### src/rtl/risc_instruction_fetch_if.sv
// Instruction-fetch bus: memory request/response, redirect input and decoder-side queue head.
// master = fetch unit, slave = memory/decoder/branch side.
interface risc_instruction_fetch_if;
    logic        imem_req;
    logic [31:0] imem_addr;
    logic        imem_gnt;
    logic        imem_rvalid;
    logic [31:0] imem_rdata;
    logic        redirect;
    logic [31:0] redirect_pc;
    logic        id_valid;
    logic [31:0] id_instruction;
    logic [31:0] id_pc;
    logic        id_ready;
    logic        misalign_err;

    modport master (
        output imem_req, imem_addr, id_valid, id_instruction, id_pc, misalign_err,
        input  imem_gnt, imem_rvalid, imem_rdata, redirect, redirect_pc, id_ready
    );

    modport slave (
        input  imem_req, imem_addr, id_valid, id_instruction, id_pc, misalign_err,
        output imem_gnt, imem_rvalid, imem_rdata, redirect, redirect_pc, id_ready
    );
endinterface

### src/rtl/risc_instruction_fetch.sv
// Instruction fetch: one-outstanding memory requester feeding a PC-tagged instruction queue.
// Optional macro RISC_IFETCH_MISALIGN_EN halts fetch on a misaligned redirect target.
module risc_instruction_fetch #(
    parameter logic [31:0] RESET_PC   = 32'h0000_0000,
    parameter int unsigned FIFO_DEPTH = 2
) (
    input logic                     clk,
    input logic                     reset,
    risc_instruction_fetch_if.master bus
);
    localparam int AW = $clog2(FIFO_DEPTH);
    localparam int CW = AW + 1;
    localparam int OW = CW + 1;

    // Handshakes: a request transfers when imem_req && imem_gnt; responses return in order,
    // one per granted request, flagged by imem_rvalid; the decoder pops when id_valid && id_ready.
    logic [31:0]   fetch_pc;
    logic [31:0]   out_pc;
    logic          outstanding;
    logic          discard;
    logic [CW-1:0] count;
    logic [AW-1:0] wr_ptr;
    logic [AW-1:0] rd_ptr;
    logic [31:0]   instr_mem [FIFO_DEPTH];
    logic [31:0]   pc_mem    [FIFO_DEPTH];
    logic          halted;

    logic          retiring;
    logic          push;
    logic          pop;
    logic          queue_valid;
    logic          req;
    logic          fire;
    logic [OW-1:0] occ;
    logic [31:0]   target_pc;

    assign target_pc = {bus.redirect_pc[31:2], 2'b00};

    // Occupancy projects the queue after this edge plus the request still in flight,
    // so a new grant can never produce a response that finds the queue full.
    always_comb begin
        retiring    = outstanding & bus.imem_rvalid;
        push        = retiring & ~discard & ~bus.redirect;
        queue_valid = (count != '0);
        pop         = queue_valid & bus.id_ready;
        occ         = OW'(count);
        if (push) occ = occ + OW'(1);
        if (pop) occ = occ - OW'(1);
        if (outstanding && !bus.imem_rvalid) occ = occ + OW'(1);
        req  = reset & ~bus.redirect & ~halted
             & (~outstanding | bus.imem_rvalid)
             & (occ < OW'(FIFO_DEPTH));
        fire = req & bus.imem_gnt;
    end

    always_ff @(posedge clk or negedge reset) begin
        if (!reset) begin
            fetch_pc    <= RESET_PC;
            out_pc      <= '0;
            outstanding <= 1'b0;
            discard     <= 1'b0;
            count       <= '0;
            wr_ptr      <= '0;
            rd_ptr      <= '0;
        end else if (bus.redirect) begin
            // A response still pending at redirect stays outstanding but is marked for discard.
            fetch_pc    <= target_pc;
            outstanding <= outstanding & ~bus.imem_rvalid;
            discard     <= outstanding & ~bus.imem_rvalid;
            count       <= '0;
            wr_ptr      <= '0;
            rd_ptr      <= '0;
        end else begin
            if (fire) begin
                fetch_pc <= fetch_pc + 32'd4;
                out_pc   <= fetch_pc;
            end
            if (fire) outstanding <= 1'b1;
            else if (retiring) outstanding <= 1'b0;
            if (retiring) discard <= 1'b0;
            if (push) wr_ptr <= wr_ptr + AW'(1);
            if (pop) rd_ptr <= rd_ptr + AW'(1);
            case ({push, pop})
                2'b10:   count <= count + CW'(1);
                2'b01:   count <= count - CW'(1);
                default: count <= count;
            endcase
        end
    end

    always_ff @(posedge clk) begin
        if (push) begin
            instr_mem[wr_ptr] <= bus.imem_rdata;
            pc_mem[wr_ptr]    <= out_pc;
        end
    end

`ifdef RISC_IFETCH_MISALIGN_EN
    logic misalign_q;
    always_ff @(posedge clk or negedge reset) begin
        if (!reset) misalign_q <= 1'b0;
        else if (bus.redirect) misalign_q <= (bus.redirect_pc[1:0] != 2'b00);
    end
    assign halted = misalign_q;
`else
    logic unused_pc_low;
    assign unused_pc_low = ^bus.redirect_pc[1:0];
    assign halted        = 1'b0;
`endif

    assign bus.imem_req       = req;
    assign bus.imem_addr      = fetch_pc;
    assign bus.id_valid       = queue_valid;
    assign bus.id_instruction = queue_valid ? instr_mem[rd_ptr] : 32'h0;
    assign bus.id_pc          = queue_valid ? pc_mem[rd_ptr] : 32'h0;
    assign bus.misalign_err   = halted;
endmodule

### src/flat_wrapper.sv
// flat-port wrapper written by rule: the top's interface ports become plain ports
module risc_instruction_fetch_flat 
#(
    parameter logic [31:0] RESET_PC   = 32'h0000_0000,
    parameter int unsigned FIFO_DEPTH = 2
)
  (clk, reset, bus_imem_req, bus_imem_addr, bus_id_valid, bus_id_instruction, bus_id_pc, bus_misalign_err, bus_imem_gnt, bus_imem_rvalid, bus_imem_rdata, bus_redirect, bus_redirect_pc, bus_id_ready);
  risc_instruction_fetch_if bus_i ();
  input logic clk;
  input logic reset;
  output wire logic [$bits(bus_i.imem_req)-1:0] bus_imem_req;
  output wire logic [$bits(bus_i.imem_addr)-1:0] bus_imem_addr;
  output wire logic [$bits(bus_i.id_valid)-1:0] bus_id_valid;
  output wire logic [$bits(bus_i.id_instruction)-1:0] bus_id_instruction;
  output wire logic [$bits(bus_i.id_pc)-1:0] bus_id_pc;
  output wire logic [$bits(bus_i.misalign_err)-1:0] bus_misalign_err;
  input wire logic [$bits(bus_i.imem_gnt)-1:0] bus_imem_gnt;
  input wire logic [$bits(bus_i.imem_rvalid)-1:0] bus_imem_rvalid;
  input wire logic [$bits(bus_i.imem_rdata)-1:0] bus_imem_rdata;
  input wire logic [$bits(bus_i.redirect)-1:0] bus_redirect;
  input wire logic [$bits(bus_i.redirect_pc)-1:0] bus_redirect_pc;
  input wire logic [$bits(bus_i.id_ready)-1:0] bus_id_ready;
  assign bus_imem_req = bus_i.imem_req;
  assign bus_imem_addr = bus_i.imem_addr;
  assign bus_id_valid = bus_i.id_valid;
  assign bus_id_instruction = bus_i.id_instruction;
  assign bus_id_pc = bus_i.id_pc;
  assign bus_misalign_err = bus_i.misalign_err;
  assign bus_i.imem_gnt = bus_imem_gnt;
  assign bus_i.imem_rvalid = bus_imem_rvalid;
  assign bus_i.imem_rdata = bus_imem_rdata;
  assign bus_i.redirect = bus_redirect;
  assign bus_i.redirect_pc = bus_redirect_pc;
  assign bus_i.id_ready = bus_id_ready;
  risc_instruction_fetch #(.RESET_PC(RESET_PC), .FIFO_DEPTH(FIFO_DEPTH)) u_core (.clk(clk), .reset(reset), .bus(bus_i));
endmodule
### config.mk
export PLATFORM = sky130hd
export DESIGN_NAME = risc_instruction_fetch_flat
export DESIGN_NICKNAME = d
export VERILOG_FILES = /design/src/rtl/risc_instruction_fetch_if.sv /design/src/rtl/risc_instruction_fetch.sv /design/src/flat_wrapper.sv
export SDC_FILE = /design/constraint.sdc
export NUM_CORES = 1
export LEC_CHECK = 0
export CORE_MARGIN = 2
export CORE_UTILIZATION = 30
export CTS_CLUSTER_SIZE = 24
export DETAILED_ROUTE_END_ITERATION = 8
export SLEW_MARGIN = 40
export SYNTH_ARGS = -nofsm -noshare
export SYNTH_HDL_FRONTEND = slang
export SYNTH_SLANG_ARGS = --single-unit
### constraint.sdc
create_clock -name clk -period 9 [get_ports clk]
set_input_delay 0.9 -clock clk [delete_from_list [all_inputs] [get_ports clk]]
set_output_delay 0.9 -clock clk [all_outputs]
set_load 0.01 [all_outputs]
==> results of run 1 <==
[cell usage after synthesis (10+ instances only)]
cell,number
dfrtp_1,66
a31oi_1,18
mux2i_1,64
or3_1,12
o21ai_0,17
edfxtp_1,124
nor2_1,94
nand2_1,19
inv_1,10
mux2_2,30
clkbuf_1,16
nand3_1,19
[layout make-up]
cell class,count,area [um2]
flip-flops and latches,190,5380
repair buffers,170,1710
well taps,341,427
fillers,2552,16100
clock inverters,12,103
diodes,1,2.50
clock buffers,20,468
inverters,11,41.3
multi-input cells,368,2610
[metrics by stage]
step           power, mW  worst slack [ns]
6_report            2.84              4.02
3_5_place_dp        2.14              4.02
4_1_cts             2.88              3.99
3_3_place_gp        2.10              3.78
5_1_grt             2.99              3.78
2_1_floorplan       1.67              4.56
[kinds of logic after synthesis]
kind of cell               Yosys count
AOI/OAI and AO/OA                   67
xor gates and xnor gates             8
adders and majority gates            4
buffers and inverters               47
DFF                                190
muxes                               94
other                                1
and+or+nand+nor                    190
[sequential cells by signal, indices dropped and copies added (netlist names)]
name,count
u_core.outstanding,1
u_core.discard,1
u_core.rd_ptr,1
u_core.pc_mem,60
u_core.instr_mem,64
u_core.out_pc,30
u_core.bus.imem_addr,30
u_core.wr_ptr,1
u_core.count,2
[final timing paths]
check / start / to / slack (ns)
max in group asynchronous: reset / u_core.rd_ptr / 7.58
min in group clk: u_core.out_pc[28] / u_core.pc_mem[1][28] / 0.47
worst min register to register: u_core.out_pc[28] / u_core.pc_mem[1][28] / 0.47
worst max register to register: u_core.outstanding / u_core.out_pc[6] / 5.25
worst min-delay path: reset / u_core.outstanding / 0.35
worst max-delay path: bus_redirect / bus_imem_req / 4.02
[report_power, final]
part | switching [mW] | internal, mW | leakage (nW)
Sequential | 0.102 | 1.08 | 1.89
Combinational | 0.439 | 0.481 | 1.46
Clock | 0.349 | 0.386 | 0.281
Total | 0.890 | 1.95 | 3.63
[layer usage]
layer  vias to the layer above  track usage  wire length [um]
met3                        14       0.0325              1050
met2                       157        0.231              9490
li1                       2538            -                 -
met4                         0       0.0427               231
met1                      2639        0.188              9190
met5                         -            0                 0
==> reports/summary.md, run 1 <==
The library cell used most frequently in the layout, excluding fill and tap cells, is clkdlybuf4s50_1. After synthesis, the mean cell area works out to 13.6 um2. The share of the yosys chip area belonging to registers was 0.658; the power density over the cells was 264 mW/mm2. The period utilization was 0.553; the peak supply drop was 0.114 mV.

The type of destination of the critical path is an output pin. The worst setup path is launched from an input pin. The number of search-and-repair iterations in the first detailed-routing pass was 4; the area fraction in compound gates after synthesis was 0.0610. Largest net degree at the start of global routing: 53. For the cell area after technology mapping, the log shows 0.00816 mm2.

The required time of the critical path is 8.10 ns, and the share of synthesized area spent on multiplexers is 0.120. The post-CTS clock slew at the launch and capture registers of the worst setup and hold paths was 0.07 ns. Buffers inserted to repair hold after CTS numbered 0. In this run the horizontal extent of the chip is 169 um. For the final database, setup skew stands at 0.00932 ns. For the overall routing resource usage, the log shows 0.141. Critical path start-end classification: input pin to output pin. After synthesis, the cell types taking the most area are edfxtp_1, dfrtp_1, mux2i_1.

The simple-gate share of the synthesized area works out to 0.116. Subtracting the final worst setup slack from the clock period gives 4.98 ns. Top fanout value on the critical path: 35.

The number of cells on the worst reg-to-reg path works out to 9. The die height came out at 169 um. For this run, design rule violations remaining after detail routing come to 0. The area of placed instances was 0.0102 mm2. The post-detailed-route via-to-cell ratio works out to 4.81. For this run, the slowest stage of the critical path takes 0.54 ns.

Counting buffers and inverters, the worst setup path is 10 cells deep. Number of nets with antenna violations after routing: 0. Walking the worst path, the cells encountered are clkdlybuf4s50_1, buf_4, nor3_2, nor2_1, a21oi_1, ha_1, and3b_1, a22oi_1, a211oi_1, clkdlybuf4s50_1.

The maximum buffer depth of the clock tree was 2; the area of the placeable core was 0.0268 mm2. The run gives 0 as the number of hold-slack violations in the final timing report. At the later pin of the worst-skew pair, clock insertion delay measures 0.42 ns. The run gives 0.493 as the headroom to the max-slew limit.

Number of enable flip-flop cells after synthesis: 124. Among cell families on the critical path, the largest total delay comes from buffers and inverters. The total of flip-flops plus latches after synthesis works out to 190. Most frequent cell on the critical path: clkdlybuf4s50_1. In this run, distinct cell masters in the synthesized netlist total 58. Setup repair after global routing left no endpoint under its margin. Row generation in the floorplan step produced 60 rows. The area fraction of the dominant cell type after synthesis is 0.456.

TritonCTS built the clock tree. Type of the most critical hold path: input pin to asynchronous set/reset pin. The utilization after layout is 0.400.

The post-synthesis share of cell area spent on xor and xnor gates was 0.00858. The total placed cells including tap cells is 1080, and the transition at the pin with the smallest max-transition slack is 0.761 ns. Number of antenna violations at the first check in global routing: 1. The async set or reset register ratio after synthesis is 0.347, and the number of nets at the end of the flow is 832.

In the layout the commonest cells are clkdlybuf4s50_1, edfxtp_1, nor2_1. The arrival time at the worst endpoint is 4.08 ns. From synthesis to final layout, the design area changed by 31.5%.

The root buffer cell was clkbuf_16. Dividing the detail-routed wire length by the instance count gives 17.9 um. The post-synthesis cell count is 601, and the die outline area is 0.0285 mm2.

The CTS buffer count is 17, and the final number of setup-violating endpoints is 0. The run finished with clean final reports. The count of pins over their slew limit was 0. In the synthesized netlist the dominant register cell turns out to be edfxtp_1. The tools report the number of levels the H-tree was split into as 4. The violation count after the first detailed-route iteration came out at 336. The initial standard-cell utilization of the core was 0.305; the final design instance area without fill was 0.0107 mm2. The adder-cell area share of the yosys netlist was 0.00613; the number of clock sinks seen by CTS was 190.

Setup total negative slack on the finished layout was measured at 0 ns. The wire length of the first global-routing pass is 30.8 mm, and the count of buffers inserted at the top-level ports is 161. The post-CTS repair timing setup buffer count was 0; the boundary pin count was 169. Summed over all layers, the routed wires come to 20.0 mm.

The total via count in the routed design is 5348. The weighted congestion at the end of routability-driven global placement came out at 0.746. Ratio of cells with drive above 1 in the final layout: 0.113. Max-cap violations in this run came to 0. By area, the combinational part of the netlist is dominated by multiplexers.

For this run, the top clock speed supported by timing is 0.201 GHz. Leaving out filler cells and counting taps, the final layout contains 1113. The logs give 0 for the overflow left after global routing and 5317 for the number of global-route vias before repair.

The worst hold slack after final layout is 0.350 ns. The run gives 0 as the count of yosys warnings during synthesis. The largest individual stage delay along the critical path comes from the cell nor3_2. Gates resized during post-CTS repair numbered 0.

The HPWL after detailed placement is 13.1 mm. The leakage power of the design was 3.63 nW. Together, buffers and inverters on the worst path number 3. Of all cell types, the one taking the most synthesized area is edfxtp_1.
No activity file was read; power rests on OpenSTA's default activity.
==> inputs of run 2 (changes only) <==
Clock period 9 ns to 4.75 ns, I/O delays scaled along.
==> run 2 against run 1 <==
Compared with the run above:
- sequential share of layout area down 0.55 points
- register-to-register slack got worse by 3.6 ns
- cell count grew 0.63%
- clock skew decreased by 0.0019 ns
- hold slack improved by 0.11 ns
- flip-flop and latch count did not move
- combinational power up 85%
- global-route usage decreased by 0.12 points
- die area unchanged
- sequential power grew 92%
- critical path depth rose by 1
- highest routed layer unchanged
==> reports/summary.md, run 2 (same netlist as run 1, synthesis figures left out) <==
The clock arrives with 0.00747 ns of skew. Input and output buffers added on the ports amount to 161. The number of antenna violations at the first check in global routing came out at 0. The min-delay analysis places its worst path in the category register to register. The type of element launching the critical path is an input pin. For the total via count in the routed design, the log shows 5366.

The initialized floorplan defines 60 standard-cell rows. The run gives 0.308 as the portion of total power attributed to combinational logic. The logic depth of the worst setup path including buffers works out to 11.

The worst setup path is captured at an output pin. Setup violations remaining at the end of the flow were counted as 0. Setup repair after global routing left no endpoint under its margin. The post-CTS repair timing setup buffer count was 0.

Counting cells, the worst reg-to-reg path comes to 8. The global routing stage identified its most utilized layer as met2. The commonest non-fill, non-tap cell in the layout is clkdlybuf4s50_1. The die height came out at 169 um. TritonCTS built the clock tree.

For this run, the top clock speed supported by timing is 0.252 GHz. In this run the power spent charging and discharging nets is 1.67 mW. The tools report the peak supply drop as 0.238 mV. The flow ran to the end, and the final reports show no timing, DRC or antenna violations.

Utilization after layout: 0.405. Walking the worst path, the cells encountered are clkdlybuf4s50_1, nand2_1, nor3_1, buf_4, nor2_1, a21oi_1, ha_1, and3b_1, a22oi_1, a211oi_1, clkdlybuf4s50_1. The area of placed instances came out at 0.0102 mm2.

The headroom to the max-slew limit came out at 0.526. Dividing total power by cell area gives a power density of 508 mW/mm2. The tools report the part of the total power dissipated in sequential elements as 0.410. The root buffer cell was clkbuf_16. The register ranked first by flip-flop count was u_core.instr_mem.

For the number of nets at the end of the flow, the log shows 839. The routed design has 19.7 mm of wire. The flip-flop count of the largest register, all copies and words added works out to 64. The H-tree was split into 4 levels.

The clock share of power is 0.282. Ratio of cells with drive above 1 in the final layout: 0.117. The logs give 0 for the count of pins over their slew limit and 219 for the violation count after the first detailed-route iteration.

On the critical path the largest part of the delay comes from buffers and inverters. The transition at the pin with the smallest max-transition slack is 0.710 ns, and the half-perimeter wire length after detailed placement is 13.2 mm. The number of search-and-repair iterations in the first detailed-routing pass is 5, and the boundary pin count is 169. CTS saw 190 sinks.

Counting I/O delays and the setup requirement, the final critical path takes 3.97 ns. The initial standard-cell utilization of the core came out at 0.305. The critical path in this run is classified as input pin to output pin. Startpoint of the worst setup timing path: bus_imem_rvalid. Data on the critical path arrives at its endpoint at 3.50 ns.

For the weighted congestion at the end of routability-driven global placement, the log shows 0.803. The most frequent cell on the critical path was clkdlybuf4s50_1. Share of total power consumed by net switching: 0.303.

The post-detailed-route via-to-cell ratio is 4.79, and the overall power is 5.51 mW. The slowest library cell on the worst path is clkdlybuf4s50_1. For the leakage power of the design, the log shows 3.69 nW. After filler insertion, the fill cell instance count of the layout stands at 2549. The tools report the source of the worst register-to-register timing path as u_core.discard. The global routing met1 resource utilization was 0.189; the wire length of the first global-routing pass was 30.2 mm. The worst register-to-register path ends at u_core.bus.imem_addr[18]. For the internal power summed over all cells, the log shows 3.84 mW. In the final layout, the registers with the most flip-flops are u_core.instr_mem x64, u_core.pc_mem x60.

The top fanout value on the critical path is 6. The overall routing resource usage was 0.140; the CTS buffer count was 17. Clock-pin slew was measured on the worst setup and hold paths at 0.07 ns.

For the largest net degree at the start of global routing, the log shows 50. The die width is 169 um, and the setup TNS after final layout is 0 ns. In this run the register-to-register setup slack is 1.67 ns. The DRC violations left came out at 0. The critical path contains buffers and inverters numbering 3 combined. The met2 usage in global routing was 0.225; the number of nets with antenna violations after routing was 0.

The tool flagged a number of max-cap violations equal to 0. The area of the placeable core was 0.0268 mm2; the maximum buffer depth of the clock tree was 2. The end of the critical path was bus_imem_req. For this run, the slowest stage of the critical path takes 0.62 ns. After detailed routing, the average wire length per cell comes to 17.6 um. The required time of the critical path was 4.28 ns. The period utilization works out to 0.836.

For this run the aggregate overflow at the end of global routing stands at 0. The area growth from synthesis to layout came out at 32.9%. At the later pin of the worst-skew pair, clock insertion delay measures 0.42 ns. The run gives 0 as the number of hold-slack violations in the final timing report.

For the number of global-route vias before repair, the log shows 5265. With fillers left out, the area of the finished cells amounts to 0.0109 mm2. The top cell types in the final layout, fill and taps aside, are clkdlybuf4s50_1, edfxtp_1, nor2_1. Fraction of met3 tracks used by global routing: 0.0346. Die outline area: 0.0285 mm2.
[run 2: cell types whose count changed in the layout (fill, tap and decap cells not counted), sizes merged]
| cell | delta |
|---|---|
| buf | +6 |
| clkinv | -4 |
| bufinv | +4 |
| clkinvlp | +2 |
| clkbuf | -2 |
| dlygate4sd3 | +1 |
[run 2: what timing repair did]
item                      CTS  global route
hold endpoints to repair   17             0
hold buffers                1             0
gates resized for setup     0             0
[run 2: worst min-delay path by stage]
stage	from	endpoint	slack, ns	depth (start not counted)
after detailed placement	reset	u_core.outstanding	0.39	1
after CTS	u_core.out_pc[25]	u_core.pc_mem[1][25]	0.47	0
after global placement	reset	u_core.outstanding	0.39	1
after global routing	u_core.out_pc[14]	u_core.pc_mem[1][14]	0.48	0
after floorplan	reset	u_core.bus.imem_addr[10]	0.18	0
final	u_core.out_pc[27]	u_core.pc_mem[0][27]	0.46	0
[run 2: metal layers]
layer / vias to the layer above / wire (um)
met3: 16 / 1060
met2: 160 / 9280
met1: 2636 / 9130
met5: - / 0
met4: 0 / 250
li1: 2554 / -
[run 2: worst reg2reg max path: stages, from the launching register on]
cell and delay [ns]:
dfrtp_1 0.43, nand4bb_4 0.36, xnor2_1 0.23, ha_1 0.32, and3b_1 0.19, a22oi_1 0.20
a2111oi_4 0.61, or4b_1 0.49, a31oi_1 0.18
[run 2: metrics by stage]
stage	hold WS (ns)	cells	worst slack [ns]
after floorplan	0.179	605	0.736
after CTS	0.471	1119	0.809
final	0.464	1120	0.779
after global routing	0.485	1119	0.534
after detailed placement	0.392	1086	0.889
after global placement	0.393	1084	0.896
[run 2: layout make-up]
type / count / area [um2] / area share
flip-flops and latches: 190 / 5380 / 0.496
multi-input cells: 368 / 2590 / 0.239
repair buffers: 177 / 1780 / 0.164
clock buffers: 18 / 429 / 0.0396
well taps: 341 / 427 / 0.0393
clock inverters: 14 / 206 / 0.0190
inverters: 11 / 41.3 / 0.00381
diodes: 1 / 2.50 / 0.000231
[run 2: power groups by stage]
stage | Clock [mW] | Sequential (mW) | Combinational, mW
2_1_floorplan | 0 | 2.20 | 0.969
3_3_place_gp | 0 | 2.29 | 1.71
3_5_place_dp | 0 | 2.30 | 1.72
4_1_cts | 1.60 | 2.27 | 1.73
5_1_grt | 1.66 | 2.30 | 1.85
6_report | 1.56 | 2.26 | 1.70
